## config.mk

```make
export PLATFORM = sky130hd
export DESIGN_NAME = bk_sector_seq
export DESIGN_NICKNAME = d
export VERILOG_FILES = /design/src/rtl/bk_pkg.sv /design/src/rtl/bk_autosave_timer.sv /design/src/rtl/bk_sector_seq.sv
export SDC_FILE = /design/constraint.sdc
export NUM_CORES = 1
export LEC_CHECK = 0
export ABC_CLOCK_PERIOD_IN_PS = 3220
export BUFFER_PORTS_ARGS = -buffer_cell sky130_fd_sc_hd__buf_2
export CORE_MARGIN = 1.5
export CORE_UTILIZATION = 50
export DETAILED_ROUTE_END_ITERATION = 16
export PLACE_DENSITY = 0.75
export SKIP_LAST_GASP = 1
export SLEW_MARGIN = 20
export SYNTH_ARGS = -nofsm -noshare
export SYNTH_HDL_FRONTEND = slang
export SYNTH_SLANG_ARGS = --single-unit
export TNS_END_PERCENT = 30
```

## constraint.sdc

```tcl
create_clock -name clk_sys -period 3.22 [get_ports clk_sys]
set_input_delay 0.161 -clock clk_sys [delete_from_list [all_inputs] [get_ports clk_sys]]
set_output_delay 0.161 -clock clk_sys [all_outputs]
set_load 0.02 [all_outputs]
```

## src/rtl/bk_pkg.sv

```systemverilog
// Shared types and constants for the backup-RAM sector sequencer.
package bk_pkg;

    typedef enum logic [1:0] {
        IDLE     = 2'd0,
        ACK_WAIT = 2'd1,
        ACK_END  = 2'd2
    } bk_state_t;

    localparam int BK_SECT_BITS = 6;
    localparam int BK_SLOT_BITS = 2;
    localparam int SECTOR_BYTES = 512;

endpackage

```

## src/rtl/bk_autosave_timer.sv

```systemverilog
// Idle timer for autosave: restarts on every nvram write and fires one
// cycle once AUTOSAVE_CYC quiet cycles have elapsed while armed.
module bk_autosave_timer #(
    parameter int AUTOSAVE_CYC = 107386350
) (
    input  logic clk_sys,
    input  logic reset,
    input  logic i_we,
    input  logic i_arm,
    output logic o_fire
);

    localparam int CNT_W = $clog2(AUTOSAVE_CYC) + 1;
    localparam logic [CNT_W-1:0] LIM = CNT_W'(AUTOSAVE_CYC - 1);

    logic [CNT_W-1:0] r_cnt;

    // Counter saturates at LIM so a long idle period waits for the arm condition.
    assign o_fire = i_arm & ~i_we & (r_cnt == LIM);

    always_ff @(posedge clk_sys) begin
        if (reset) begin
            r_cnt <= '0;
        end else if (i_we || o_fire) begin
            r_cnt <= '0;
        end else if (r_cnt != LIM) begin
            r_cnt <= r_cnt + 1'b1;
        end
    end

endmodule

```

## src/rtl/bk_sector_seq.sv

```systemverilog
// Backup-RAM sector sequencer: streams one save slot between HPS and nvram.
// Define BK_AUTOSAVE_EN to enable the idle-timer autosave.
module bk_sector_seq
    import bk_pkg::*;
#(
    parameter int SECT_BITS    = BK_SECT_BITS,
    parameter int SLOT_BITS    = BK_SLOT_BITS,
    parameter int AUTOSAVE_CYC = 107386350
) (
    input  logic                 clk_sys,
    input  logic                 reset,
    input  logic                 downloading,
    input  logic                 img_mounted,
    input  logic                 img_readonly,
    input  logic                 img_size_nz,
    input  logic                 load_req,
    input  logic                 save_req,
    input  logic [SLOT_BITS-1:0] slot,
    input  logic                 nvram_we,
    output logic [31:0]          sd_lba,
    output logic                 sd_rd,
    output logic                 sd_wr,
    input  logic                 sd_ack,
    output logic                 bk_ena,
    output logic                 bk_loading,
    output logic                 busy,
    output logic                 done,
    output logic                 dirty
);

    bk_state_t   r_state, w_state_n;
    logic        r_dl_d, r_load_d, r_save_d, r_ack_d;
    logic [31:0] r_sd_lba, w_lba_n;
    logic        r_sd_rd, w_rd_n;
    logic        r_sd_wr, w_wr_n;
    logic        r_bk_loading, w_loading_n;
    logic        r_busy, w_busy_n;
    logic        r_done, w_done_n;
    logic        r_bk_ena, r_dirty;
    logic        w_clr_dirty;

    logic        w_dl_rise, w_load_rise, w_save_rise, w_ack_rise, w_ack_fall;
    logic        w_auto_fire, w_trig, w_last;
    logic [31:0] w_slot_base;

    assign w_dl_rise   = downloading & ~r_dl_d;
    assign w_load_rise = load_req & ~r_load_d;
    assign w_save_rise = save_req & ~r_save_d;
    assign w_ack_rise  = sd_ack & ~r_ack_d;
    assign w_ack_fall  = ~sd_ack & r_ack_d;
    assign w_trig      = r_bk_ena & (w_load_rise | w_save_rise | w_auto_fire);
    assign w_last      = &r_sd_lba[SECT_BITS-1:0];
    assign w_slot_base = 32'({slot, {SECT_BITS{1'b0}}});

`ifdef BK_AUTOSAVE_EN
    logic w_auto_arm;
    assign w_auto_arm = (r_state == IDLE) & r_bk_ena & r_dirty & ~downloading;

    bk_autosave_timer #(
        .AUTOSAVE_CYC (AUTOSAVE_CYC)
    ) u_autosave_timer (
        .clk_sys (clk_sys),
        .reset   (reset),
        .i_we    (nvram_we),
        .i_arm   (w_auto_arm),
        .o_fire  (w_auto_fire)
    );
`else
    logic w_unused_cfg;
    assign w_auto_fire  = 1'b0;
    assign w_unused_cfg = (AUTOSAVE_CYC != 0);
`endif

    always_ff @(posedge clk_sys) begin
        if (reset) begin
            r_dl_d   <= 1'b0;
            r_load_d <= 1'b0;
            r_save_d <= 1'b0;
            r_ack_d  <= 1'b0;
        end else begin
            r_dl_d   <= downloading;
            r_load_d <= load_req;
            r_save_d <= save_req;
            r_ack_d  <= sd_ack;
        end
    end

    always_ff @(posedge clk_sys) begin
        if (reset) begin
            r_state      <= IDLE;
            r_sd_lba     <= '0;
            r_sd_rd      <= 1'b0;
            r_sd_wr      <= 1'b0;
            r_bk_loading <= 1'b0;
            r_busy       <= 1'b0;
            r_done       <= 1'b0;
        end else begin
            r_state      <= w_state_n;
            r_sd_lba     <= w_lba_n;
            r_sd_rd      <= w_rd_n;
            r_sd_wr      <= w_wr_n;
            r_bk_loading <= w_loading_n;
            r_busy       <= w_busy_n;
            r_done       <= w_done_n;
        end
    end

    // A new download always kills the transfer, whatever the state.
    always_comb begin
        w_state_n   = r_state;
        w_lba_n     = r_sd_lba;
        w_rd_n      = r_sd_rd;
        w_wr_n      = r_sd_wr;
        w_loading_n = r_bk_loading;
        w_busy_n    = r_busy;
        w_done_n    = 1'b0;
        w_clr_dirty = 1'b0;
        if (w_dl_rise) begin
            w_state_n   = IDLE;
            w_rd_n      = 1'b0;
            w_wr_n      = 1'b0;
            w_loading_n = 1'b0;
            w_busy_n    = 1'b0;
        end else begin
            case (r_state)
                IDLE: begin
                    if (w_trig) begin
                        w_lba_n     = w_slot_base;
                        w_rd_n      = w_load_rise;
                        w_wr_n      = ~w_load_rise;
                        w_loading_n = w_load_rise;
                        w_busy_n    = 1'b1;
                        w_state_n   = ACK_WAIT;
                    end
                end
                ACK_WAIT: begin
                    if (w_ack_rise) begin
                        w_rd_n    = 1'b0;
                        w_wr_n    = 1'b0;
                        w_state_n = ACK_END;
                    end
                end
                ACK_END: begin
                    if (w_ack_fall) begin
                        if (w_last) begin
                            w_done_n    = 1'b1;
                            w_busy_n    = 1'b0;
                            w_loading_n = 1'b0;
                            w_clr_dirty = 1'b1;
                            w_state_n   = IDLE;
                        end else begin
                            w_lba_n   = r_sd_lba + 32'd1;
                            w_rd_n    = r_bk_loading;
                            w_wr_n    = ~r_bk_loading;
                            w_state_n = ACK_WAIT;
                        end
                    end
                end
                default: w_state_n = IDLE;
            endcase
        end
    end

    // Arming: set wins over the download-rise clear only when both coincide.
    always_ff @(posedge clk_sys) begin
        if (reset) begin
            r_bk_ena <= 1'b0;
            r_dirty  <= 1'b0;
        end else begin
            if (downloading && img_mounted && img_size_nz && !img_readonly) begin
                r_bk_ena <= 1'b1;
            end else if (w_dl_rise) begin
                r_bk_ena <= 1'b0;
            end
            r_dirty <= (r_dirty & ~w_clr_dirty) | (nvram_we & ~r_bk_loading);
        end
    end

    assign sd_lba     = r_sd_lba;
    assign sd_rd      = r_sd_rd;
    assign sd_wr      = r_sd_wr;
    assign bk_ena     = r_bk_ena;
    assign bk_loading = r_bk_loading;
    assign busy       = r_busy;
    assign done       = r_done;
    assign dirty      = r_dirty;

endmodule

```

==> flow_summary.json, run 1 <==
{
  "status": "completed",
  "cts_root_buffer": "clkbuf_8",
  "worst_pin_slew_ps": 765.4,
  "place_ws_ps": 801.8,
  "ys_ff_latch": 45,
  "initial_core_util_pct": 53.42,
  "place_congestion": 0.9108,
  "max_freq_mhz": 405.7,
  "syn_inst": 260,
  "grt_max_degree": 22,
  "grt_pass1_vias": 1978,
  "clock_sinks": 45,
  "rsz0062_at_grt": "no",
  "finClkSkew_ps": 9.110,
  "synth_ff_type": "dfxtp_1",
  "hold_viol": 0,
  "htree_levels": 2,
  "slew_violations": 0,
  "diodes": 0,
  "synthXorXnorAreaFrac_pct": 0,
  "period_share_pct": 76.54,
  "largest_register_ffs": 32,
  "dr_total_vias": 2192,
  "drc": 0,
  "async_flop_share_pct": 0,
  "dp_hpwl_um": 3879,
  "vias_per_cell": 6.089,
  "fin_crit_ps": 2465,
  "yosys_warnings": 0,
  "critPathMaxFanout": 7,
  "critPathLaunchType": "flip-flop",
  "setup_violations": 0,
  "syn_avg_cell_area_um2": 8.455,
  "setup_tns_ps": 0,
  "synthMuxAreaShare_pct": 0.9106,
  "grt_usage_pct": 23.03,
  "synthesis.nets": 277,
  "ant_nets": 0,
  "finalNonFillerCells": 360,
  "tritoncts": "yes",
  "netlist_area_um2": 2198,
  "postCtsSetupRepairBufs": 0,
  "die_x_um": 69.31,
  "synth.most_common_cell": "dfxtp_1",
  "fillers": 370,
  "route.detailed.wl_per_inst_um": 15.35,
  "slew_headroom_pct": 48.50,
  "cts_made_buffers": 5,
  "dieArea_um2": 4803,
  "synth.distinct_cells": 47,
  "fin_nets": 326,
  "ir_drop_mv": 0.2868,
  "ctsHoldBuffers": 0,
  "fp-row-count": 23,
  "critPathKind": "reg2reg",
  "synthSimpleGateAreaFrac_pct": 27.32,
  "cts_buffer_depth": 2,
  "r2r_setup_slack_ps": 760,
  "yosysSeqAreaShare_pct": 40.98,
  "ctsResizeCount": 0,
  "synth_fa_ha_area_share_pct": 2.846,
  "synth_top_family_by_area": "simple AND/OR/NAND/NOR gates",
  "power_leakage_nw": 1.061,
  "firstDrtPassIters": 5,
  "synth_common_cells": "45 x dfxtp_1, 23 x a21oi_1, 17 x nand2_1, 14 x nand3_1, 13 x a31oi_1",
  "synth_edf_count": 0,
  "synth_top_area_cell": "dfxtp_1",
  "synth_compound_area_share_pct": 24.82,
  "synthToLayoutAreaGrowth_pct": 19.12,
  "portBuffers": 50,
  "maxCapViolations": 0,
  "grt_pass1_wl_um": 9259,
  "synth_area_leaders": "dfxtp_1 41%, a21oi_1 5.2%, a31oi_1 3.7%, nand3_1 3.2%, o31ai_1 3.1%",
  "finish.utilization_pct": 63.64,
  "setup_slack_ps": 755.4,
  "synth_top_area_share_pct": 40.98,
  "worst_ep_arrival_time_ps": 2620,
  "worstSetupEndpointType": "flip-flop",
  "hold_class": "in2reg",
  "num_io_pins": 51,
  "grt_antenna_before_repair": 0,
  "grt_remaining_overflow": 0,
  "powerDensity_nw_per_um2": 423.4,
  "drive_above_1_share_pct": 24.52,
  "drtIter0Drc": 202,
  "drt_wl_total_um": 5527,
  "dpl.cell_count": 352,
  "insertion_delay_ps": 290,
  "clk_pin_slew_ps": 90,
  "critPathRequiredTime_ps": 3380,
  "core_area_um2": 4115,
  "die_h_um": 69.31
}
cells in the final DEF, fill, tap and decap left out, drive strengths merged, types with 2 or more instances in the layout:
master and n:
inv 5, a31o 2, and2 5, a311oi 2
nand3 15, a21o 3, a21oi 23, or4 4
and3 5, a21boi 8, a31oi 13, mux2i 2
nor2 12, nand4 5, nand4b 3, nand2b 7
dfxtp 45, nand2 17, buf 55, or3 3
clkbuf 6, ha 5, o21ai 11, nor2b 8
a41oi 2, or2 4, nor4 7, o31ai 9
a211oi 2, o22a 2, nand3b 2, nor3 6
power breakdown:
group | internal, W | switching (W) | leakage [nW]
clock | 0.000252 | 0.000191 | 0.0574
combinational | 0.0000322 | 0.0000647 | 0.639
sequential | 0.000563 | 0.00000525 | 0.364
per-stage QoR:
step / total power [W] / area [µm²] / hold slack (ps)
2_1_floorplan: 0.0006465 / 2198 / 255.3
3_3_place_gp: 0.0006766 / 2499 / 347.1
3_5_place_dp: 0.0006772 / 2499 / 357.7
4_1_cts: 0.001116 / 2619 / 49.93
5_1_grt: 0.001148 / 2619 / 54.41
6_report: 0.001109 / 2619 / 52.94
cell type report:
cell class | instances | area, µm² | area share, %
multi-input cells | 197 | 1229 | 46.92
repair buffers | 55 | 287.8 | 10.99
well taps | 50 | 62.56 | 2.389
inverters | 5 | 18.77 | 0.7167
flip-flops and latches | 45 | 900.9 | 34.40
clock buffers | 6 | 82.58 | 3.153
clock inverters | 2 | 37.54 | 1.433
cell families (layout without fill, tap and decap cells):
logic type / count (synthesis) / count (layout)
fa+ha+maj: 5 / 5
buf+inv: 18 / 68
flops: 45 / 45
simple gates: 106 / 106
mux: 2 / 2
compound gates: 84 / 84
per-layer routing:
metal,routed length [µm],GRT usage (%),vias up
met3,349,3.488,4
li1,-,-,1075
met5,0,0,-
met1,2563,32.73,1022
met4,32,5.447,0
met2,2581,36.75,91
worst max-delay path: stages (launching register included):
cell and delay [ps]:
dfxtp_1 430, nand3_1 190, or4_1 650, nor4_1 730, a31o_2 250, a31oi_1 80
final timing paths:
check,to,cells after the start,from
setup reg to reg,sd_lba[29],5,sd_lba[8]
setup / recovery,sd_lba[29],5,sd_lba[8]
hold reg to reg,sd_lba[31],1,sd_lba[31]
hold / removal,bk_ena,2,img_readonly
Power figures use the tool's default switching activity.
==> inputs of run 2 (changes only) <==
--- a/config.mk
+++ b/config.mk
@@ -5,12 +5,13 @@
 export SDC_FILE = /design/constraint.sdc
 export NUM_CORES = 1
 export LEC_CHECK = 0
-export ABC_CLOCK_PERIOD_IN_PS = 3220
+export ABC_AREA = 1
+export ABC_CLOCK_PERIOD_IN_PS = 2400
 export BUFFER_PORTS_ARGS = -buffer_cell sky130_fd_sc_hd__buf_2
 export CORE_MARGIN = 1.5
 export CORE_UTILIZATION = 50
 export DETAILED_ROUTE_END_ITERATION = 16
-export PLACE_DENSITY = 0.75
+export PLACE_DENSITY = 0.73
 export SKIP_LAST_GASP = 1
 export SLEW_MARGIN = 20
 export SYNTH_ARGS = -nofsm -noshare
==> constraint.sdc (replaced) <==
create_clock -name clk_sys -period 2.4 [get_ports clk_sys]
set_input_delay 0.12 -clock clk_sys [delete_from_list [all_inputs] [get_ports clk_sys]]
set_output_delay 0.12 -clock clk_sys [all_outputs]
set_load 0.02 [all_outputs]
==> run 2 against run 1 <==
Effect of this change:
- wire length is 14% higher
- setup slack lost 400 ps
- synthesized cell count rose by 55%
- critical path type unchanged
- total power rose by 42%
==> flow_summary.json, run 2 <==
{
  "grt_remaining_overflow": 0,
  "core_area_um2": 5107,
  "die_h_um": 75.82,
  "combPwrFrac_pct": 16.4,
  "ctsResizeCount": 0,
  "hold_class": "in2reg",
  "synth.most_common_cell": "nand2_1",
  "yosys_warnings": 0,
  "num_io_pins": 51,
  "critPathRequiredTime_ps": 2610,
  "grt_max_degree": 20,
  "maxCapViolations": 0,
  "critPathKind": "reg2reg",
  "worstSetupEndpointType": "flip-flop",
  "largest_register_ffs": 32,
  "synth_area_leaders": "dfxtp_1 34%, nand2_1 17%, inv_1 8.2%, nor2_1 8.1%, nand3_1 4.9%",
  "cts_made_buffers": 5,
  "cp_num_buf_inv": 4,
  "fillers": 511,
  "mostFrequentLayoutCells": "121 x nand2_1, 58 x inv_1, 57 x nor2_1",
  "cts_buffer_depth": 2,
  "insertion_delay_ps": 310,
  "max_freq_mhz": 488.4,
  "status": "completed",
  "syn_inst": 404,
  "cts_root_buffer": "clkbuf_8",
  "portBuffers": 50,
  "worst_ep_arrival_time_ps": 2250,
  "initial_core_util_pct": 51.91,
  "fin_crit_ps": 2048,
  "tritoncts": "yes",
  "synth_top_area_cell": "dfxtp_1",
  "grt_pass1_wl_um": 10230,
  "grt_usage_pct": 23.56,
  "final_common_cell": "nand2_1",
  "dr_total_vias": 2610,
  "setup_slack_ps": 352.5,
  "p_clk_share_pct": 34.3,
  "yosysSeqAreaShare_pct": 33.98,
  "place_ws_ps": 379.3,
  "synthesis.nets": 421,
  "die_x_um": 75.82,
  "ant_nets": 0,
  "place_congestion": 0.8863,
  "synth_common_cells": "121 x nand2_1, 58 x inv_1, 57 x nor2_1, 45 x dfxtp_1, 26 x nand3_1",
  "powerDensity_nw_per_um2": 513.7,
  "critPathMaxStageDelay_ps": 430,
  "firstDrtPassIters": 4,
  "drive_above_1_share_pct": 18.56,
  "syn_avg_cell_area_um2": 6.563,
  "power_leakage_nw": 1.460,
  "synth_top_area_share_pct": 33.98,
  "grt_pass1_vias": 2209,
  "setup_violations": 0,
  "synth.distinct_cells": 37,
  "hold_viol": 0,
  "netlist_area_um2": 2651,
  "ir_drop_mv": 0.2753,
  "async_flop_share_pct": 0,
  "slew_headroom_pct": 63.68,
  "grt_antenna_before_repair": 0,
  "vias_per_cell": 4.943,
  "path_cells": "inv_1 > ha_1 > inv_8 > nand2_8 > nand2_4 > nor2_8 > nand3_4 > nand2_4 > inv_4 > o21ai_1 > inv_1",
  "critPathSlowestCell": "ha_1",
  "synthToLayoutAreaGrowth_pct": 15.57,
  "ys_ff_latch": 45,
  "route.detailed.wl_per_inst_um": 11.97,
  "finish.utilization_pct": 60.00,
  "fin_nets": 474,
  "switching_power_w": 0.0004683,
  "worst_pin_slew_ps": 544.3,
  "fp-row-count": 26,
  "critPathMaxFanout": 19,
  "synth_ff_type": "dfxtp_1",
  "cp_top_family": "simple AND/OR/NAND/NOR gates",
  "rsz0062_at_grt": "no",
  "p_int_w": 0.001106,
  "seqPwrFrac_pct": 49.3,
  "clk_pin_slew_ps": 100,
  "diodes": 0,
  "period_share_pct": 85.31,
  "slew_violations": 0,
  "power.share.switching_pct": 29.75,
  "drtIter0Drc": 226,
  "dp_hpwl_um": 4870,
  "drt_wl_total_um": 6319,
  "critPathLaunchType": "flip-flop",
  "setup_tns_ps": 0,
  "clock_sinks": 45,
  "dieArea_um2": 5749,
  "synth_edf_count": 0,
  "drc": 0,
  "finClkSkew_ps": 11.11,
  "htree_levels": 2
}
run 2: through the flow:
step           total power [W]  std cells  hold WS, ps  cell area (µm²)
6_report              0.001574        528        20.87             3064
5_1_grt               0.001645        528        23.97             3064
4_1_cts               0.001580        528        19.74             3064
3_5_place_dp          0.001051        519        318.1             2953
3_3_place_gp          0.001048        519        304.7             2953
2_1_floorplan        0.0009987        404        220.9             2651
run 2: power by group through the flow:
stage | clock (W) | combinational, W | sequential (W)
after floorplan | 0 | 0.000195 | 0.000804
after global placement | 0 | 0.000256 | 0.000792
after detailed placement | 0 | 0.000257 | 0.000793
after CTS | 0.000544 | 0.000260 | 0.000776
after global routing | 0.000577 | 0.000290 | 0.000779
final | 0.000540 | 0.000258 | 0.000776
run 2: tightest hold or removal path, delay by kind of cell:
family        cells  cell delay, ps
simple gates      1              30
buf+inv           2             150
run 2: layout make-up:
| type | count | area [µm²] | area share (%) |
|---|---|---|---|
| Sequential cell | 45 | 900.9 | 29.40 |
| Inverter | 61 | 239.0 | 7.799 |
| Timing Repair Buffer | 51 | 260.3 | 8.493 |
| Clock inverter | 1 | 5.005 | 0.1633 |
| Clock buffer | 7 | 96.34 | 3.144 |
| Multi-Input combinational cell | 293 | 1475 | 48.14 |
| Tap cell | 70 | 87.58 | 2.858 |
run 2: logic make-up (layout without fill, tap and decap cells):
group	count (synthesis)	in the layout	share of synthesized area, %
AOI/OAI and AO/OA	55	55	11.94
adders and majority gates	5	5	2.360
buffers and inverters	66	120	10.38
xor gates and xnor gates	2	2	0.6608
DFF	45	45	33.98
and+or+nand+nor	231	231	40.68
run 2: repair_timing:
action / in CTS / in global routing
setup buffers: 0 / 0
endpoints found under the hold margin: 1 / 0
hold buffers: 1 / 0
run 2: final timing paths:
check             cells after the start        from  slack (ps)          to
hold reg to reg                       2       dirty         470       dirty
setup reg to reg                     11  r_state[0]         350  sd_lba[13]
hold / removal                        3    save_req          20    r_save_d
setup / recovery                     11  r_state[0]         350  sd_lba[13]
run 2: per-layer routing:
| metal | vias to the layer above | part of all wire [%] | GRT usage (%) |
|---|---|---|---|
| met5 | - | 0 | 0 |
| met4 | 0 | 1.4 | 5.952 |
| met3 | 7 | 6.2 | 5.026 |
| met2 | 79 | 44 | 36.43 |
| met1 | 1157 | 48 | 33.28 |
| li1 | 1367 | - | - |
==> inputs of run 3 (changes only) <==
--- a/config.mk
+++ b/config.mk
@@ -5,13 +5,12 @@
 export SDC_FILE = /design/constraint.sdc
 export NUM_CORES = 1
 export LEC_CHECK = 0
-export ABC_AREA = 1
 export ABC_CLOCK_PERIOD_IN_PS = 2400
 export BUFFER_PORTS_ARGS = -buffer_cell sky130_fd_sc_hd__buf_2
 export CORE_MARGIN = 1.5
 export CORE_UTILIZATION = 50
 export DETAILED_ROUTE_END_ITERATION = 16
-export PLACE_DENSITY = 0.73
+export PLACE_DENSITY = 0.75
 export SKIP_LAST_GASP = 1
 export SLEW_MARGIN = 20
 export SYNTH_ARGS = -nofsm -noshare
==> run 3 against run 2 <==
Effect of this change:
- core utilization increased by 6.6 points
- global-route usage increased by 0.75 points
- setup slack got worse by 250 ps
- sequential share of layout area increased by 3.6 points
- die area decreased by 16%
- clock skew decreased by 5.1 ps
- design area decreased by 11%
- critical path type unchanged
- critical endpoint is now sd_lba[25]
==> flow_summary.json, run 3 (synthesis results as in run 1) <==
{
  "power_leakage_nw": 1.142,
  "power.share.switching_pct": 23.83,
  "grt_pass1_vias": 2033,
  "core_area_um2": 4115,
  "seqPwrFrac_pct": 52.1,
  "fin_crit_ps": 2301,
  "clk_pin_slew_ps": 80,
  "ir_drop_mv": 0.3875,
  "grt_pass1_wl_um": 9618,
  "cts_made_buffers": 5,
  "setup_slack_ps": 98.72,
  "drt_wl_total_um": 5846,
  "p_clk_share_pct": 37.8,
  "combPwrFrac_pct": 10.2,
  "largest_register_ffs": 32,
  "finish.utilization_pct": 66.56,
  "mostFrequentLayoutCells": "50 x buf_2, 43 x dfxtp_1, 23 x a21oi_1",
  "grt_usage_pct": 24.31,
  "hold_viol": 0,
  "critPathRequiredTime_ps": 2590,
  "critPathLaunchType": "flip-flop",
  "grt_remaining_overflow": 0,
  "worstSetupEndpointType": "flip-flop",
  "firstDrtPassIters": 4,
  "drc": 0,
  "worst_ep_arrival_time_ps": 2490,
  "ant_nets": 0,
  "synthToLayoutAreaGrowth_pct": 24.59,
  "insertion_delay_ps": 300,
  "place_congestion": 0.9211,
  "final_common_cell": "buf_2",
  "stdcell_area_um2": 2739,
  "drtIter0Drc": 154,
  "grt_antenna_before_repair": 0,
  "switching_power_w": 0.0003489,
  "die_x_um": 69.31,
  "worstSetupStartpoint": "sd_lba[0]",
  "tritoncts": "yes",
  "slew_headroom_pct": 70.25,
  "num_io_pins": 51,
  "cts_root_buffer": "clkbuf_8",
  "postCtsSetupRepairBufs": 0,
  "cts_buffer_depth": 2,
  "dr_total_vias": 2263,
  "whs_ps": 51.46,
  "dp_hpwl_um": 4270,
  "finClkSkew_ps": 5.969,
  "hp-start": "save_req",
  "max_freq_mhz": 434.5,
  "period_share_pct": 95.89,
  "powerDensity_nw_per_um2": 534.6,
  "placed_area_um2": 2621,
  "die_h_um": 69.31,
  "fin_nets": 343,
  "grt_max_degree": 22,
  "rsz0062_at_grt": "yes",
  "setup_violations": 0,
  "hold_class": "in2reg",
  "drive_above_1_share_pct": 28.83,
  "dieArea_um2": 4803,
  "portBuffers": 50,
  "slew_violations": 0,
  "status": "completed",
  "place_ws_ps": 88.92,
  "maxCapViolations": 0,
  "p_int_w": 0.001115,
  "r2r-start": "sd_lba[0]",
  "clock_sinks": 45,
  "vias_per_cell": 6.019,
  "fp-row-count": 23,
  "htree_levels": 2,
  "route.detailed.wl_per_inst_um": 15.55,
  "initial_core_util_pct": 53.42,
  "critPathKind": "reg2reg",
  "worst_pin_slew_ps": 442.1,
  "critPathMaxFanout": 6,
  "diodes": 0
}
## run 3: cell count changes in the layout (fill, tap and decap cells not counted), moves of 8 or more
cell     before  now
inv_1        58    5
nand2_1     121   17
o31ai_1       1    9
buf_4         0   21
nor2_1       57   12
nand3_1      26   14
nor2b_1       0    8
a31oi_1       0   13
## run 3: per-stage QoR
step	setup TNS, ps	total power, W	instances
detailed placement	0	0.0009241	368
CTS	0	0.001467	376
floorplan	0	0.0008673	260
global placement	0	0.0009222	368
finish	0	0.001464	376
global route	-90.28	0.001513	376
## run 3: area by class of cell
type	count	area (µm²)
Inverter	5	18.77
Fill cell	376	1376
Sequential cell	45	903.4
Timing Repair Buffer	72	417.9
Clock inverter	2	35.03
Tap cell	50	62.56
Multi-Input combinational cell	197	1232
Clock buffer	5	68.82
## run 3: worst max-delay path, stage by stage (launching register included)
cell     delay (ps)
dfxtp_1         420
nand3_2         120
or4_1           590
or4_4           570
o211a_1         220
a211o_1         270
## run 3: timing repair
item	4_1_cts	5_1_grt
hold endpoints to repair	1	0
setup endpoints to repair	0	6
hold buffers	1	0
resized for setup	0	1
## run 3: final timing paths
check | to | slack, ps | depth (start not counted)
max reg2reg | sd_lba[25] | 100 | 5
min | r_save_d | 50 | 2
max | sd_lba[25] | 100 | 5
min reg2reg | sd_lba[31] | 470 | 1
## run 3: power groups by stage
stage               clock [W]  sequential (W)  combinational [W]
global placement            0        0.000779           0.000143
finish               0.000553        0.000762           0.000149
detailed placement          0        0.000780           0.000144
floorplan                   0        0.000785          0.0000818
global route         0.000588        0.000763           0.000162
CTS                  0.000557        0.000762           0.000147
## run 3: layer usage
metal,vias to the layer above,track usage [%],share of wire [%]
met1,1069,33.18,47
met3,7,6.105,6.0
met2,71,37.18,46
li1,1116,-,-
met4,0,8.932,1.1
met5,-,0,0
